$ cat src/rtl/vend_credit_ctrl_if.sv
// Coin-pulse / credit-status bundle for vend_credit_ctrl.
// master: coin source (debouncer); slave: the credit controller.
interface vend_credit_ctrl_if;
  logic       coin_n;
  logic       coin_d;
  logic       coin_q;
  logic       coin_o;
  logic       refund_req;
  logic [7:0] credit;
  logic       dispense;
  logic       chg_q;
  logic       chg_d;
  logic       chg_n;
  logic       coin_reject;
  logic       busy;

  modport master (
    output coin_n, coin_d, coin_q, coin_o, refund_req,
    input  credit, dispense, chg_q, chg_d, chg_n,
    input  coin_reject, busy
  );

  modport slave (
    input  coin_n, coin_d, coin_q, coin_o, refund_req,
    output credit, dispense, chg_q, chg_d, chg_n,
    output coin_reject, busy
  );
endinterface

$ cat src/rtl/vend_credit_ctrl.sv
// Vending credit controller: accumulates coin credit, auto-vends at PRICE,
// pays change/refund as spaced chg_q/d/n pulses. Ports: clk, rst, bus (slave).
module vend_credit_ctrl #(
  parameter int PRICE   = 65,
  parameter int CHG_GAP = 4
) (
  input logic          clk,
  input logic          rst,
  vend_credit_ctrl_if.slave bus
);

  typedef enum logic [1:0] {
    ACCEPT,
    DISPENSE,
    CHANGE
  } state_t;

  localparam logic [7:0]  PRICE_C = 8'(PRICE);
  localparam logic [15:0] GAP_M1  = 16'(CHG_GAP - 1);

  state_t      state, state_n;
  logic [7:0]  credit_r, credit_n;
  logic [15:0] gcnt, gcnt_n;
  logic        disp_r, busy_r, rej_r, rej_n;
  logic        q_r, d_r, n_r, q_n, d_n, n_n;
  logic [2:0]  in_cnt;
  logic        any_coin;
  logic        multi;
  logic [7:0]  coin_val;

  assign in_cnt = 3'(bus.coin_n) + 3'(bus.coin_d) + 3'(bus.coin_q)
                + 3'(bus.coin_o) + 3'(bus.refund_req);
  assign multi    = in_cnt > 3'd1;
  assign any_coin = bus.coin_n | bus.coin_d | bus.coin_q | bus.coin_o;

  always_comb begin
    coin_val = 8'd0;
    if (in_cnt == 3'd1) begin
      unique case (1'b1)
        bus.coin_n: coin_val = 8'd5;
        bus.coin_d: coin_val = 8'd10;
        bus.coin_q: coin_val = 8'd25;
        bus.coin_o: coin_val = 8'd100;
        default:    coin_val = 8'd0;
      endcase
    end
  end

  always_comb begin
    state_n  = state;
    credit_n = credit_r;
    gcnt_n   = gcnt;
    rej_n    = 1'b0;
    q_n      = 1'b0;
    d_n      = 1'b0;
    n_n      = 1'b0;
    unique case (state)
      ACCEPT: begin
        if (multi) begin
          rej_n = 1'b1;
        end else if (any_coin) begin
          credit_n = credit_r + coin_val;
          if (credit_n >= PRICE_C) state_n = DISPENSE;
        end else if (bus.refund_req && credit_r != 8'd0) begin
          state_n = CHANGE;
          gcnt_n  = '0;
        end
      end
      DISPENSE: begin
        rej_n    = any_coin;
        credit_n = credit_r - PRICE_C;
        gcnt_n   = '0;
        state_n  = (credit_n != 8'd0) ? CHANGE : ACCEPT;
      end
      CHANGE: begin
        rej_n = any_coin;
        if (credit_r == 8'd0) begin
          state_n = ACCEPT;
        end else if (gcnt == 16'd0) begin
          gcnt_n = GAP_M1;
          // Greedy: credit is a multiple of 5, so this ends at 0.
          if (credit_r >= 8'd25) begin
            q_n      = 1'b1;
            credit_n = credit_r - 8'd25;
          end else if (credit_r >= 8'd10) begin
            d_n      = 1'b1;
            credit_n = credit_r - 8'd10;
          end else begin
            n_n      = 1'b1;
            credit_n = credit_r - 8'd5;
          end
        end else begin
          gcnt_n = gcnt - 16'd1;
        end
      end
      default: state_n = ACCEPT;
    endcase
  end

  always_ff @(posedge clk or posedge rst) begin
    if (rst) begin
      state    <= ACCEPT;
      credit_r <= '0;
      gcnt     <= '0;
      disp_r   <= 1'b0;
      busy_r   <= 1'b0;
      rej_r    <= 1'b0;
      q_r      <= 1'b0;
      d_r      <= 1'b0;
      n_r      <= 1'b0;
    end else begin
      state    <= state_n;
      credit_r <= credit_n;
      gcnt     <= gcnt_n;
      // Outputs decode the next state so they align with it.
      disp_r   <= state_n == DISPENSE;
      busy_r   <= state_n != ACCEPT;
      rej_r    <= rej_n;
      q_r      <= q_n;
      d_r      <= d_n;
      n_r      <= n_n;
    end
  end

  assign bus.credit      = credit_r;
  assign bus.dispense    = disp_r;
  assign bus.busy        = busy_r;
  assign bus.coin_reject = rej_r;
  assign bus.chg_q       = q_r;
  assign bus.chg_d       = d_r;
  assign bus.chg_n       = n_r;

endmodule

$ cat src/flat_wrapper.sv
// flat-port wrapper written by rule: the top's interface ports become plain ports
module vend_credit_ctrl_flat 
#(
  parameter int PRICE   = 65,
  parameter int CHG_GAP = 4
)
  (clk, rst, bus_coin_n, bus_coin_d, bus_coin_q, bus_coin_o, bus_refund_req, bus_credit, bus_dispense, bus_chg_q, bus_chg_d, bus_chg_n, bus_coin_reject, bus_busy);
  vend_credit_ctrl_if bus_i ();
  input logic clk;
  input logic rst;
  input wire logic [$bits(bus_i.coin_n)-1:0] bus_coin_n;
  input wire logic [$bits(bus_i.coin_d)-1:0] bus_coin_d;
  input wire logic [$bits(bus_i.coin_q)-1:0] bus_coin_q;
  input wire logic [$bits(bus_i.coin_o)-1:0] bus_coin_o;
  input wire logic [$bits(bus_i.refund_req)-1:0] bus_refund_req;
  output wire logic [$bits(bus_i.credit)-1:0] bus_credit;
  output wire logic [$bits(bus_i.dispense)-1:0] bus_dispense;
  output wire logic [$bits(bus_i.chg_q)-1:0] bus_chg_q;
  output wire logic [$bits(bus_i.chg_d)-1:0] bus_chg_d;
  output wire logic [$bits(bus_i.chg_n)-1:0] bus_chg_n;
  output wire logic [$bits(bus_i.coin_reject)-1:0] bus_coin_reject;
  output wire logic [$bits(bus_i.busy)-1:0] bus_busy;
  assign bus_i.coin_n = bus_coin_n;
  assign bus_i.coin_d = bus_coin_d;
  assign bus_i.coin_q = bus_coin_q;
  assign bus_i.coin_o = bus_coin_o;
  assign bus_i.refund_req = bus_refund_req;
  assign bus_credit = bus_i.credit;
  assign bus_dispense = bus_i.dispense;
  assign bus_chg_q = bus_i.chg_q;
  assign bus_chg_d = bus_i.chg_d;
  assign bus_chg_n = bus_i.chg_n;
  assign bus_coin_reject = bus_i.coin_reject;
  assign bus_busy = bus_i.busy;
  vend_credit_ctrl #(.PRICE(PRICE), .CHG_GAP(CHG_GAP)) u_core (.clk(clk), .rst(rst), .bus(bus_i));
endmodule
$ cat config.mk
export PLATFORM = sky130hd
export DESIGN_NAME = vend_credit_ctrl_flat
export DESIGN_NICKNAME = d
export VERILOG_FILES = /design/src/rtl/vend_credit_ctrl_if.sv /design/src/rtl/vend_credit_ctrl.sv /design/src/flat_wrapper.sv
export SDC_FILE = /design/constraint.sdc
export NUM_CORES = 1
export LEC_CHECK = 0
export CAP_MARGIN = 40
export CORE_ASPECT_RATIO = 0.6
export CORE_MARGIN = 2
export CORE_UTILIZATION = 69
export DETAILED_ROUTE_END_ITERATION = 12
export DONT_BUFFER_PORTS = 1
export PLACE_DENSITY = 0.9
export RECOVER_POWER = 100
export SETUP_SLACK_MARGIN = 0.02
export SLEW_MARGIN = 25
export SYNTH_ARGS = -nofsm -noshare
export SYNTH_HDL_FRONTEND = slang
export SYNTH_SLANG_ARGS = --single-unit
$ cat constraint.sdc
create_clock -name clk -period 4.7 [get_ports clk]
set_clock_uncertainty 0.2 [all_clocks]
set_input_delay 0.94 -clock clk [delete_from_list [all_inputs] [get_ports clk]]
set_output_delay 0.94 -clock clk [all_outputs]
set_load 0.1 [all_outputs]
# After elaboration in Yosys (flattened, before gate mapping)

Cells that the tools add are included.

Magnitude comparators: 4
Multiply operators: 0
Multiplexer cells: 38
Equal/unequal tests: 10
Shift operators: 0
Bitwise logic cells: 3
Divide/modulo/power cells: 0
Reduce and logical (&&, ||, !) cells: 11
$add $sub $neg: 10

Operator list:

| kind                    | number |
|---|---|
| $mux W16                | 5 |
| $mux W8                 | 6 |
| $pmux W16 S3            | 1 |
| $pmux W7 S4             | 1 |
| $pmux W8 S3             | 1 |
| $logic_not A16 Y1       | 1 |
| $reduce_bool A8 Y1      | 2 |
| $sub A16 B1 Y16 const B | 1 |
| $mux W1                 | 15 |
| $mux W2                 | 6 |
| $reduce_and A5 Y1       | 2 |
| $add A3 B1 Y3           | 3 |
| $add A8 B7 Y8           | 1 |
| $ge A8 B4 Y1 const B    | 1 |
| $ge A8 B5 Y1 const B    | 1 |
| $ge A8 B7 Y1 const B    | 1 |
| $logic_not A8 Y1        | 1 |
| $sub A8 B3 Y8 const B   | 1 |
| $sub A8 B4 Y8 const B   | 1 |
| $sub A8 B5 Y8 const B   | 1 |
| $sub A8 B7 Y8 const B   | 1 |
| $mux W7                 | 1 |
| $ne A2 B1 Y1 const B    | 3 |
| $ne A2 B2 Y1 const B    | 3 |
| other kinds (13)        | 16 |

Word-level logic and storage cells: 85
Input port bits: 7
Memory bits (writable): 0
Output and inout bits: 14
Register bits after elaboration: 32
Bits in read-only memories: 0
Bits in latches: 0
Memories kept: 0

# Depth between registers and ports, before layout

Depth in word-level cells: 13
Gate-level depth with buffers: 20

# Worst setup path after synthesis

OpenSTA, ideal clock, no wires.

Kind: input port to flip-flop
Start point: input bus_coin_d
End point: register u_core.busy_r, in the netlist u_core.bus.busy
Path slack: -0.173 ns
Required time: 4.396 ns
Buffers on the path: 0
Stages on the path: 18
Arrival: 4.570 ns
Setup time: 0.104 ns
Cells stage by stage: inv_1 ha_1 inv_1 fa_1 inv_1 ha_1 inv_1 fa_1 nand3_1 or3_1 fa_1 nand2b_1 a21oi_1 mux2i_1 o21ai_0 a31oi_1 or2_2 o311ai_1

Cells in the longest elaborated chain, start to end: 13
Elaborated cells on any way between the ends: 18
Those cells by class: add/sub (5); order compare (2); eq/ne (1); mux (6); bitwise (3); reduce/logical (1)

Ends and longest elaborated chain:

| item                       | line                    | RTL |
|---|---|---|
| from (decl)                | flat_wrapper.sv:12      | `input wire logic [$bits(bus_i.coin_d)-1:0] bus_coin_d;` |
| $add A1 B1 Y2              | vend_credit_ctrl.sv:31  | `assign in_cnt = 3'(bus.coin_n) + 3'(bus.coin_d) + 3'(bus.coin_q)` |
| $add A3 B1 Y3              | vend_credit_ctrl.sv:31  |  |
| $add A3 B1 Y3 (2 in a row) | vend_credit_ctrl.sv:32  | `+ 3'(bus.coin_o) + 3'(bus.refund_req);` |
| $eq A3 B1 Y1               | vend_credit_ctrl.sv:38  | `if (in_cnt == 3'd1) begin` |
| $mux W7                    | vend_credit_ctrl.sv:38  |  |
| $add A8 B7 Y8              | vend_credit_ctrl.sv:62  | `credit_n = credit_r + coin_val;` |
| $ge A8 B7 Y1               | vend_credit_ctrl.sv:63  | `if (credit_n >= PRICE_C) state_n = DISPENSE;` |
| $mux W2                    | vend_credit_ctrl.sv:63  |  |
| $mux W2                    | vend_credit_ctrl.sv:61  | `end else if (any_coin) begin` |
| $mux W2 (*)                | vend_credit_ctrl.sv:59  | `if (multi) begin` |
| $pmux W2 S3 (*)            | vend_credit_ctrl.sv:57  | `unique case (state)` |
| $reduce_bool A2 Y1 (*)     | vend_credit_ctrl.sv:117 | `busy_r <= state_n != ACCEPT;` |
| to (signal assigned)       | vend_credit_ctrl.sv:106 | `busy_r <= 1'b0;` |
| to (signal assigned)       | vend_credit_ctrl.sv:117 |  |
| to (decl)                  | vend_credit_ctrl.sv:24  | `logic disp_r, busy_r, rej_r, rej_n;` |

Mark *: on every way between the ends. The rest lies on a longest branch, timed or not.
A chain may end at the register's enable or synchronous reset.

# Final worst setup path

Same ends and word-level chain as after synthesis.

==> results.env <==
ROUTE.DETAILED.VIAS_PER_INST=6.98
LAYOUT.CORE_UTILIZATION_PCT=84.7
MAX-CLOCK-PATH-BUFFERS=2
SYNTH_WARNINGS=0
WORST_HOLD_STARTPOINT='u_core.gcnt[15]'
YOSYSSEQAREASHARE_PCT=28.1
TIMING.FINAL.MAX_SLEW_VIOLATIONS=45
SYNTH.FF_LATCH_COUNT=32
SYNTH_FF_TYPE='sky130_fd_sc_hd__dfrtp_1'
FIRST_PASS_GRT_WIRE_LENGTH_MM=12.7
SYNTHXORXNORAREAFRAC_PCT=6.15
BUFFER_PORTS.INSERTED=0
DESIGN.FINAL.NETS=399
AREA.GROWTH.SYNTH_TO_FINAL_PCT=19.9
MAXIMUM_NUMBER_OF_PINS_ON_ONE_NET_BEFORE_GLOBAL_ROUTE_REPAIR=33
FLOORPLAN.DIE_AREA_MM2=0.00468
CORE_REGION_AREA_MM2=0.00403
WL_PER_CELL_UM=21.2
HOLD_VIOL=0
FINAL.SETUP.WORST_SLACK_NS=-0.151
POSTSYNTHCELLCOUNT=338
DRCVIOLATIONCOUNT=0
ROOT_DRIVER='sky130_fd_sc_hd__clkbuf_8'
CRITPATHLAUNCHTYPE='input port'
COMPOUND_GATE_PORTION_OF_THE_SYNTHESIZED_AREA_PCT=21.1
CHIPHEIGHT_UM=53.8
SYNTH-SIMPLE-AREA-SHARE_PCT=23.1
FF2FF_PATH_DEPTH=9
UPPER_CLOCK_FREQUENCY_LIMIT_GHz=0.206
GRT_PASS1_VIAS=2465
SYNTHMUXAREASHARE_PCT=1.93
TIMING.SLEW.HEADROOM_PCT=-22.0
GRT_SETUP_UNREPAIRED='true'
FIN_HOLD_WS_NS=0.357
TIMING.HOLD.WORST.CLASS='reg2reg'
TIMING.CRITICAL_PATH.TO_TYPE='register'
SYNTHDISTINCTLIBCELLS=68
CLOCK_LATENCY_NS=0.30
WORSTPATHARRIVAL_NS=4.81
LARGEST_FAMILY_OF_LOGIC_CELLS_BY_SYNTHESIZED_AREA='simple AND/OR/NAND/NOR gates'
GROUTE.LAYER.MET1.USAGE_PCT=51.2
WHS_ENDPOINT='u_core.gcnt[15]'
SYN_NETS=373
CLOCK_SINK_COUNT=32
LARGEST_FANOUT_ON_THE_CRITICAL_PATH=4
ROWS=18
GROUTE.USAGE.OVERALL_PCT=36.3
NUM-FILL-CELLS=204
REQ_TIME_CRIT_PATH_NS=4.66
GLOBALROUTEMET2UTIL_PCT=53.2
DRT_ITER0_DRC=335
PLACE_HPWL_MM=5.76
FINAL.MIN_CLOCK_PERIOD_NS=4.85
VIA_COUNT=2896
GLOBAL_ROUTE_TOTAL_OVERFLOW=0
CAP_VIOLATIONS=2
NUMCTSBUFFERS=5
WORSTMARGINPINSLEW_NS=1.83
REG2REG_FROM='u_core.bus.credit[2]'
FLOORPLAN.INITIALDENSITY_PCT=70.7
GP_ROUTABILITY_CONGESTION=0.973
DRIVE_GT1_SHARE_PCT=23.8
TIMING.FINAL.CRIT_SHARE_PCT=103
TIMING_WORST_SETUP_PATH_TYPE='in2reg'
GRTUSAGEMET3_PCT=13.0
SYNTH.CELL_AREA_MM2=0.00285
FAILING_CHECKS='capacitance limit, slew limit, setup timing'
ASYNC_SET_RESET_FLOP_SHARE_OUT_OF_SYNTHESIS_PCT=100
SYNTH_ENABLE_FLOP_CELLS=0
DETAILEDROUTE.FIRSTPASSITERATIONCOUNT=5
ROUTED_WL_MM=8.80
REG2REG_SETUP_SLACK_NS=0.34
NUM_IO_PINS=21
REPORT.FINAL.SETUP_VIOL=4
R2R_END='u_core.bus.credit[5]'
DETAIL-ROUTE-ANTENNA-NETS=0
GRT.BUSIEST_LAYER='met2'
MIN_PATH_CELLS=2
CTS_TREE='built'
CTS.REPORTEDPATHS.CLKPINSLEW_NS=0.07
STATUS='finished with violations'
SYNTH_FA_HA_AREA_SHARE_PCT=13.1
CTS_HOLD_REPAIR.BUFFERS=0
DIODES=0
WORST_SETUP_SLACK_POST_DPL_NS=-0.336
CTS_HTREE_LEVELS=2
SYN_AVG_CELL_AREA_UM2=8.43
ANTENNA_VIOLATIONS_BEFORE_REPAIR=0
DIE_WIDTH_UM=87.0
-- per-layer routing --
metal	routed length [µm]	up-vias	share of wire, %
met4	308	0	3.5
met2	3730	243	42
met1	3640	1344	41
met3	1130	47	13
li1	-	1262	-
met5	0	-	0
-- metrics by stage --
step | area, µm² | TNS, ns | std cells
after global routing | 3420 | -0.804 | 415
final | 3420 | -0.414 | 415
after global placement | 3050 | -0.592 | 396
after detailed placement | 3120 | -1.52 | 400
after CTS | 3250 | 0 | 408
after floorplan | 2910 | -0.0149 | 338
-- area by class of cell --
type	count	area, µm²	area share, %
multi-input combinational	263	2080	61.0
tap	50	62.6	1.83
clock buffer	5	68.8	2.01
clock inverter	3	42.5	1.25
sequential	32	801	23.4
timing repair buffer	31	225	6.59
inverter	31	134	3.92
-- critical path: stages --
cell and delay (ns):
sky130_fd_sc_hd__inv_8 0.02, sky130_fd_sc_hd__ha_4 0.26, sky130_fd_sc_hd__inv_4 0.03, sky130_fd_sc_hd__fa_1 0.45
sky130_fd_sc_hd__inv_1 0.08, sky130_fd_sc_hd__ha_2 0.17, sky130_fd_sc_hd__inv_2 0.04, sky130_fd_sc_hd__fa_2 0.59
sky130_fd_sc_hd__nand3_4 0.10, sky130_fd_sc_hd__or3_4 0.38, sky130_fd_sc_hd__inv_4 0.07, sky130_fd_sc_hd__ha_4 0.19
sky130_fd_sc_hd__a21o_1 0.19, sky130_fd_sc_hd__buf_4 0.15, sky130_fd_sc_hd__a21oi_4 0.16, sky130_fd_sc_hd__xnor2_2 0.12
sky130_fd_sc_hd__nor2_2 0.15, sky130_fd_sc_hd__a31oi_4 0.13, sky130_fd_sc_hd__buf_4 0.18, sky130_fd_sc_hd__o31ai_4 0.27
sky130_fd_sc_hd__o311ai_4 0.14
-- state kept, by name (all words and copies together), names as in the netlist --
register,cells
u_core.state,2
u_core.bus.chg_n,1
u_core.bus.chg_d,1
u_core.bus.coin_reject,1
u_core.bus.dispense,1
u_core.bus.chg_q,1
u_core.bus.busy,1
u_core.bus.credit,8
u_core.gcnt,16
-- cells in the mapped netlist (4+ instances only) --
cell type                   n  area share (%)
sky130_fd_sc_hd__nand2_1   23             3.0
sky130_fd_sc_hd__clkbuf_1   5            0.66
sky130_fd_sc_hd__nor2_1    35             4.6
sky130_fd_sc_hd__o21ai_0   16             2.8
sky130_fd_sc_hd__xnor2_1   15             4.6
sky130_fd_sc_hd__mux2i_1    4             1.4
sky130_fd_sc_hd__o31ai_1    5             1.3
sky130_fd_sc_hd__ha_1      25              11
sky130_fd_sc_hd__inv_1     29             3.8
sky130_fd_sc_hd__nor3_1    10             1.8
sky130_fd_sc_hd__xor2_1     5             1.5
sky130_fd_sc_hd__a31oi_1    8             1.8
sky130_fd_sc_hd__nand3_1    7             1.2
sky130_fd_sc_hd__buf_2      4            0.70
sky130_fd_sc_hd__or3_1     11             2.4
sky130_fd_sc_hd__a21oi_1   28             4.9
sky130_fd_sc_hd__nand2b_1   6             1.3
sky130_fd_sc_hd__dfrtp_1   32              28
-- worst max path at each step --
stage	cells after the start	from	to
final	21	bus_coin_d	u_core.bus.busy
after global routing	21	bus_coin_n	u_core.bus.busy
after CTS	18	bus_coin_d	u_core.bus.busy
after detailed placement	19	bus_coin_d	u_core.bus.busy
after global placement	19	bus_coin_d	u_core.bus.busy
after floorplan	18	bus_coin_d	u_core.bus.busy
-- cells in the final DEF (no fill, tap or decap), types with 3 or more instances in the layout --
| master | instances |
|---|---|
| sky130_fd_sc_hd__o22ai_1 | 3 |
| sky130_fd_sc_hd__a31oi_1 | 6 |
| sky130_fd_sc_hd__nand3_1 | 5 |
| sky130_fd_sc_hd__dfrtp_1 | 32 |
| sky130_fd_sc_hd__nor2_1 | 33 |
| sky130_fd_sc_hd__nand2_1 | 23 |
| sky130_fd_sc_hd__buf_4 | 23 |
| sky130_fd_sc_hd__nor3_1 | 10 |
| sky130_fd_sc_hd__ha_2 | 3 |
| sky130_fd_sc_hd__inv_1 | 24 |
| sky130_fd_sc_hd__a21oi_1 | 25 |
| sky130_fd_sc_hd__or3_1 | 10 |
| sky130_fd_sc_hd__nor4_2 | 3 |
| sky130_fd_sc_hd__a21oi_4 | 3 |
| sky130_fd_sc_hd__xor2_1 | 5 |
| sky130_fd_sc_hd__a21o_1 | 3 |
| sky130_fd_sc_hd__ha_1 | 20 |
| sky130_fd_sc_hd__and3_1 | 3 |
| sky130_fd_sc_hd__o21ai_0 | 14 |
| sky130_fd_sc_hd__o31ai_1 | 3 |
| sky130_fd_sc_hd__nand2b_1 | 5 |
| sky130_fd_sc_hd__buf_6 | 3 |
| sky130_fd_sc_hd__xnor2_1 | 13 |
| sky130_fd_sc_hd__clkbuf_8 | 5 |
| sky130_fd_sc_hd__clkbuf_1 | 4 |
-- kinds of logic after synthesis --
family	count (synthesis)
muxes	5
DFF	32
xor gates and xnor gates	20
buffers and inverters	43
AOI/OAI and AO/OA	90
adders and majority gates	28
and+or+nand+nor	120
-- timing repair --
action,CTS,global route
gates resized for setup,4,38
pin swaps,1,20
setup buffers,0,7
endpoints found under the setup margin,3,5
Power is not shown: default switching activity piles up to over one toggle a cycle in this logic, so the estimate is an artifact.
